File: src/rtl/crc8_frame_checker_pkg.sv
// Shared definitions for the serial CRC-8 frame checker: FSM encoding,
// generator polynomial and the single-bit CRC step function.
package crc8_frame_checker_pkg;

    typedef enum logic [1:0] {
        ST_IDLE    = 2'd0,
        ST_PAYLOAD = 2'd1,
        ST_CRCRX   = 2'd2,
        ST_DONE    = 2'd3
    } state_t;

    localparam logic [7:0] CRC8_POLY = 8'hEB;

    // Shift in one bit; the outgoing MSB selects whether the polynomial is folded in.
    function automatic logic [7:0] crc8_next(input logic [7:0] c, input logic d);
        return {c[6:0], d} ^ (c[7] ? CRC8_POLY : 8'h00);
    endfunction

endpackage

File: src/rtl/crc8_lfsr_step.sv
// CRC-8 register advanced by one serial bit per enabled cycle; clear wins over enable.
module crc8_lfsr_step
    import crc8_frame_checker_pkg::*;
(
    input  logic       clk_i,
    input  logic       rst_i,
    input  logic       clr_i,
    input  logic       en_i,
    input  logic       data_i,
    output logic [7:0] crc_o
);

    logic [7:0] crc_q;
    logic [7:0] crc_d;

    always_comb begin
        crc_d = crc_q;
        if (clr_i) begin
            crc_d = 8'h00;
        end else if (en_i) begin
            crc_d = crc8_next(crc_q, data_i);
        end
    end

    always_ff @(posedge clk_i or negedge rst_i) begin
        if (!rst_i) begin
            crc_q <= 8'h00;
        end else begin
            crc_q <= crc_d;
        end
    end

    assign crc_o = crc_q;

endmodule

File: config.mk
export PLATFORM = sky130hd
export DESIGN_NAME = crc8_lfsr_step
export DESIGN_NICKNAME = d
export VERILOG_FILES = /design/src/rtl/crc8_frame_checker_pkg.sv /design/src/rtl/crc8_lfsr_step.sv
export SDC_FILE = /design/constraint.sdc
export NUM_CORES = 1
export LEC_CHECK = 0
export BUFFER_PORTS_ARGS = -buffer_cell sky130_fd_sc_hd__clkbuf_2
export CAP_MARGIN = 20
export CORE_AREA = 3 3 40 42
export CTS_CLUSTER_DIAMETER = 50
export DETAILED_ROUTE_END_ITERATION = 8
export DIE_AREA = 0 0 43 45
export PLACE_DENSITY = 0.47
export SETUP_SLACK_MARGIN = 0.05
export SYNTH_ARGS = -nofsm -noshare
export SYNTH_HDL_FRONTEND = slang
export SYNTH_SLANG_ARGS = --single-unit
export TNS_END_PERCENT = 5
File: constraint.sdc
create_clock -name clk_i -period 1.7 [get_ports clk_i]
set_clock_uncertainty 0.15 [all_clocks]
set_input_delay 0.085 -clock clk_i [delete_from_list [all_inputs] [get_ports clk_i]]
set_output_delay 0.085 -clock clk_i [all_outputs]
set_load 0.05 [all_outputs]
# Word-level counts from Yosys, hierarchy flattened
# Cells that the tools add are included.
totals:
  register_bits: 8
  in_bits: 5
  out_inout_bits: 8
  elab_cells: 6
op_classes:
  n_mux: 3
  bitwise: 1
  reduce_logical: 1
op_table:
  columns: ["cell", "n"]
  rows:
  - ["8-bit two-way mux", 3]
  - ["8-bit XOR", 1]
  - ["2-bit nonzero test", 1]

# Logic depth before layout (Yosys ltp)
# Gate-level depths: netlist of the first run.
depth:
  word_depth: 4
  depth_mapped: 3
  depth_no_buf: 2

# Least setup slack after synthesis of the first run
# No wires, ideal clock.
synth_timing:
  kind: "register to register"
  from: "register crc_q[7] (netlist: crc_o[7])"
  to: "register crc_q[7] (netlist: crc_o[7])"
  setup_time_ps: 78
  t_arrival_ps: 1161
  required_ps: 1472
  path_slack_ps: 311
  path_stages_with_launch: 4
  n_path_buf: 1
  period_less_slack_ps: 1389
  cell_sequence: "dfrtp_1 > buf_4 > a21bo_2 > a21oi_1"
synth_between:
  elab_chain_cells: 4
synth_lines:
  columns: ["item", "line", "source"]
  rows:
  - ["start, declared", "crc8_lfsr_step.sv:13", "logic [7:0] crc_q;"]
  - ["start signal, assigned", "crc8_lfsr_step.sv:29", "crc_q <= crc_d;"]
  - ["8-bit two-way mux", "crc8_frame_checker_pkg.sv:16", "return {c[6:0], d} ^ (c[7] ? CRC8_POLY : 8'h00);"]
  - ["8-bit XOR", "crc8_frame_checker_pkg.sv:16", null]
  - ["8-bit two-way mux", "crc8_lfsr_step.sv:20", "end else if (en_i) begin"]
  - ["8-bit two-way mux", "crc8_lfsr_step.sv:18", "if (clr_i) begin"]
# Every way passes these cells. The select of a mux whose other input is x is not followed.
# A chain may end at the register's enable or synchronous reset.

# Worst setup path in the final report of the first run
layout_timing:
  from: "register crc_q[7] (netlist: crc_o[7])"
  to: "output crc_o[7]"
layout_lines:
  columns: ["item", "line", "source"]
  rows:
  - ["end, declared", "crc8_lfsr_step.sv:10", "output logic [7:0] crc_o"]
# No word-level cell between the ends.

==> results.toml, run 1 <==
[cts]
cts_tree = "yes"
htreeDepth = 1
clock-root-buffer = "clkbuf_4"
cts_inserted_buffers = 3
cts.path.max_buffers = 2
ctsResizeCount = 0
clk_pin_slew_ps = 60
clkSinkCount = 8
clock_latency_ps = 250

[finish]
largest_reg_flops = 8
instances_no_fill = 63
finalNetCount = 55
final_cell_mix = "12 x clkbuf_2, 8 x dfrtp_1, 7 x nor2_1"
antenna_cells = 0
design_area_um2 = 481.7
syn_to_final_growth_pct = 29.19
layout_commonest_cell = "clkbuf_2"
fillCellCount = 143
drive_gt1_share_pct = 33.33

[routing]
vias = 278
ant_nets = 0
routed_wl_um = 743
wl_per_cell_um = 11.79
dr.first_iter.drc_count = 0
viasPerCell = 4.413
first_pass_iters = 1
drc = 0

[power]
leakagePower_uw = 0.0002280
ir_drop_mv = 0.3909
power_density_nw_per_um2 = 941.7

[worst_setup_path]
reg2reg_to = "crc_o[5]"
worst-path-buf-inv = 1
endpoint = "crc_o[7]"
critical_path.top_delay_family = "flip-flops"
r2r_slack_ps = 530
start_kind = "flip-flop"
crit_type = "flip-flop to primary output"
r2r-start = "crc_o[7]"
critPathCaptureType = "primary output"
cp.required_ps = 1460
startpoint = "crc_o[7]"
critical_path.max_fanout = 8
cpPeakStageDelay_ps = 520
r2r.worst_path.cells = 2
cpMaxStageDelayCell = "dfrtp_1"
critical_path.cell_chain = "clkbuf_2"
cp.depth = 1
crit_arrival_ps = 1110

[synthesis]
synthesis.area_um2 = 372.9
synth_seq_cells = 8
syn-num-nets = 38
yosysSeqAreaShare_pct = 53.69
yosysWarnings = 0
synth.distinct_cells = 11
postSynthCellCount = 33
syn_area_per_cell_um2 = 11.30

[placement]
dp.cells = 57
io_buffers = 12
dpl-instance-area_um2 = 429.2
dp_slack_ps = 509.8
globalplace.congestion = 0.6823
dpl.hpwl_um = 565.2

[die]
dieArea_um2 = 1935
die_h_um = 45
die_x_um = 43
ioPinCount = 13
fp.coreArea_um2 = 1285
start_util_pct = 29.02
rows = 13

[timing]
max_freq_mhz = 744.5
worst_slack_ps = 356.8
rsz0062_at_grt = "false"
period_minus_slack_ps = 1343
hold_viol = 0
setup_violations = 0
timing.final.crit_share_pct = 79.01
fin_tns_setup_ps = 0
tightest_slew_ps = 315.9
slew_headroom_pct = 78.94
timing.final.max_slew_violations = 0

[global_routing]
grt_overflow = 0
grt_usage_pct = 9.496
antenna_found_initial = 0
grt_pass1_wl_um = 1248
grt_max_degree = 15
grt_pass1_vias = 259

[run]
maxCapViolations = 0

[status]
status = "complete, no violations"

[hold_path]
min_path_type = "primary input to async pin"
[Yosys cell counts]
| cell type | number | area, um2 |
|---|---|---|
| a21oi_1 | 1 | 5.000 |
| nand3b_1 | 1 | 7.510 |
| xnor2_1 | 5 | 43.79 |
| a211oi_1 | 5 | 37.54 |
| nor2_1 | 7 | 26.28 |
| buf_4 | 1 | 7.510 |
| clkbuf_1 | 1 | 3.750 |
| buf_6 | 1 | 11.26 |
| dfrtp_1 | 8 | 200.2 |
| a21bo_2 | 1 | 10.01 |
| mux2i_1 | 2 | 20.02 |
[final cells by class]
class	count	area, um2	area share [%]
clock buffers	3	22.52	4.675
multi-input cells	22	150.1	31.17
flip-flops and latches	8	200.2	41.56
well taps	15	18.77	3.896
repair buffers	15	90.09	18.70
[how the worst min path moves through the flow]
stage / startpoint / endpoint / cells past startpoint
2_1_floorplan: rst_i / crc_o[0] / 0
3_3_place_gp: rst_i / crc_o[6] / 1
3_5_place_dp: rst_i / crc_o[6] / 1
4_1_cts: rst_i / crc_o[6] / 2
5_1_grt: rst_i / crc_o[6] / 2
6_report: rst_i / crc_o[6] / 2
[cells by family after synthesis]
logic type,share of synthesized area [%]
flops,53.69
simple gates,9.062
compound gates,14.09
xor+xnor,11.74
buf+inv,6.040
mux,5.369
[stage by stage]
step | hold WS [ps] | util [%] | total power [uW]
floorplan | -360.6 | - | 288.8
global placement | -208.7 | 33.40 | 311.3
detailed placement | -200.9 | 33.40 | 312.3
CTS | 65.89 | 37.49 | 466.6
global route | 78.27 | 37.49 | 485.4
finish | 59.63 | 37.49 | 453.6
[where the power goes]
part	leakage, uW	total [uW]	internal (uW)	switching (uW)
clock network	0.0000138	141	80.6	60.9
registers	0.000107	214	202	12.2
logic	0.000107	98.2	32.1	66.1
[what timing repair did]
action                                 4_1_cts  5_1_grt
hold buffers                                 3        0
buffers inserted                             0        0
endpoints found under the hold margin       16        0
[routing by layer]
layer	GRT usage, %	vias up	part of all wire, %
li1	-	143	-
met1	11.63	123	45
met2	11.38	10	42
met3	6.375	2	11
met4	7.229	0	1.3
met5	0	-	0
Note: power is estimated with default switching activity, not from simulation.
==> inputs of run 2 (changes only) <==
--- a/config.mk
+++ b/config.mk
@@ -11,7 +11,7 @@
 export CTS_CLUSTER_DIAMETER = 50
 export DETAILED_ROUTE_END_ITERATION = 8
 export DIE_AREA = 0 0 43 45
-export PLACE_DENSITY = 0.47
+export PLACE_DENSITY = 0.49
 export SETUP_SLACK_MARGIN = 0.05
 export SYNTH_ARGS = -nofsm -noshare
 export SYNTH_HDL_FRONTEND = slang
==> constraint.sdc (replaced) <==
create_clock -name clk_i -period 1.2 [get_ports clk_i]
set_clock_uncertainty 0.15 [all_clocks]
set_input_delay 0.06 -clock clk_i [delete_from_list [all_inputs] [get_ports clk_i]]
set_output_delay 0.06 -clock clk_i [all_outputs]
set_load 0.05 [all_outputs]
==> run 2 against run 1 <==
Non-clock buffer count unchanged. Critical path depth did not move. Design area increased by 9.4%. Largest cell class unchanged. Via count is 5.0% higher. Combinational power grew 57%. Clock power up 62%. Sequential power is 43% higher. First-iteration DRC count is 2 higher.
==> results.toml, run 2 (same netlist as run 1, synthesis figures left out) <==
[status]
status = "complete, no violations"

[die]
ioPinCount = 13
die_h_um = 45
die_x_um = 43
rows = 13
start_util_pct = 29.02
dieArea_um2 = 1935
fp.coreArea_um2 = 1285

[placement]
io_buffers = 12
globalplace.congestion = 0.6864
dpl.hpwl_um = 521.7

[worst_setup_path]
start_kind = "flip-flop"
crit_type = "flip-flop to primary output"
cp.required_ps = 990
critical_path.max_fanout = 8
cpPeakStageDelay_ps = 490
cpMaxStageDelayCell = "dfrtp_2"
crit_arrival_ps = 940
critPathCaptureType = "primary output"
critical_path.top_delay_family = "flip-flops"
worst-path-buf-inv = 1
critical_path.cell_chain = "clkbuf_16"

[routing]
drc = 0
ant_nets = 0
dr_wl_met3_um = 56
dr.first_iter.drc_count = 2
vias = 292
wl_per_cell_um = 11.70
viasPerCell = 4.563
first_pass_iters = 3
drt-met1-wl_um = 361
wl_met2_um = 331
routed_wl_um = 749
topRoutingLayerUsed = "met3"

[finish]
syn_to_final_growth_pct = 41.27
fillCellCount = 137
largest_reg_flops = 8
regArea_um2 = 201.4
finalNetCount = 55
antenna_cells = 0
multi_input_area_um2 = 155.1
final_cell_mix = "7 x nor2_1, 7 x clkbuf_4, 7 x dfrtp_1"
drive_gt1_share_pct = 36.73

[power]
ir_drop_mv = 0.6007
power_density_nw_per_um2 = 1306
power_uw = 687.9
leakagePower_uw = 0.0002378

[global_routing]
grt_overflow = 0
grt_pass1_wl_um = 1193
grt_max_degree = 15
grt_usage_pct = 9.167
antenna_found_initial = 0
grt_pass1_vias = 261

[cts]
clkSinkCount = 8
htreeDepth = 1
clock_latency_ps = 260
cts_inserted_buffers = 3
cts.path.max_buffers = 2
clk_pin_slew_ps = 60
post_cts_buffers = 0
clock-root-buffer = "clkbuf_4"
cts_tree = "yes"

[timing]
max_freq_mhz = 866.9
period_minus_slack_ps = 1154
hold_viol = 0
rsz0062_at_grt = "true"
slew_headroom_pct = 80.32
tightest_slew_ps = 295.3
timing.final.crit_share_pct = 96.13
setup_violations = 0
timing.final.max_slew_violations = 0
whs_ps = 30.74

[hold_path]
min_path_type = "primary input to async pin"

[run]
maxCapViolations = 0
## run 2: worst register-to-register path, cell delays in order (launching register included)
cell	delay, ps
dfrtp_2	490
xnor2_1	160
a211oi_1	220
## run 2: final timing paths
kind                            slack (ps)  cells after the start        to  startpoint
worst max-delay path                    50                      1  crc_o[7]    crc_o[7]
min in group clk_i                      70                      2  crc_o[6]        en_i
worst max register to register          90                      2  crc_o[3]    crc_o[7]
worst min register to register         410                      2  crc_o[4]    crc_o[3]
worst min-delay path                    30                      2  crc_o[5]       rst_i
max in group asynchronous              670                      2  crc_o[7]       rst_i
## run 2: where the power goes
group	leakage [uW]	switching [uW]	internal (uW)
Combinational	0.000117	95.2	59.2
Clock	0.0000150	101	128
Sequential	0.000106	18.6	286
## run 2: stage by stage
stage                     TNS (ps)  setup slack [ps]  utilization (%)  std cells  cell area (um2)
after floorplan             -92.94            -18.47                -         33            377.9
after global placement           0             137.4            33.50         57            430.4
after detailed placement         0             119.2            33.50         57            430.4
after CTS                        0             30.49            39.63         64            509.2
after global routing        -10.36            -10.36            40.99         64            526.8
final                            0             46.49            40.99         64            526.8
## run 2: area by class of cell
type	count	share of cell area (%)
sequential	8	38.24
multi-input combinational	22	29.45
timing repair buffer	15	23.75
clock buffer	4	4.988
tap	15	3.563
## run 2: routing by layer
metal / track usage [%] / up-vias
li1: - / 144
met1: 10.92 / 136
met2: 11.38 / 12
met3: 7.171 / 0
met4: 5.422 / 0
met5: 0 / -
## run 2: timing repair
action                                  CTS  global route
resized for setup                         4            14
hold buffers                              3             0
hold endpoints to repair                 16             0
pin swaps                                 0             2
endpoints found under the setup margin    6            10
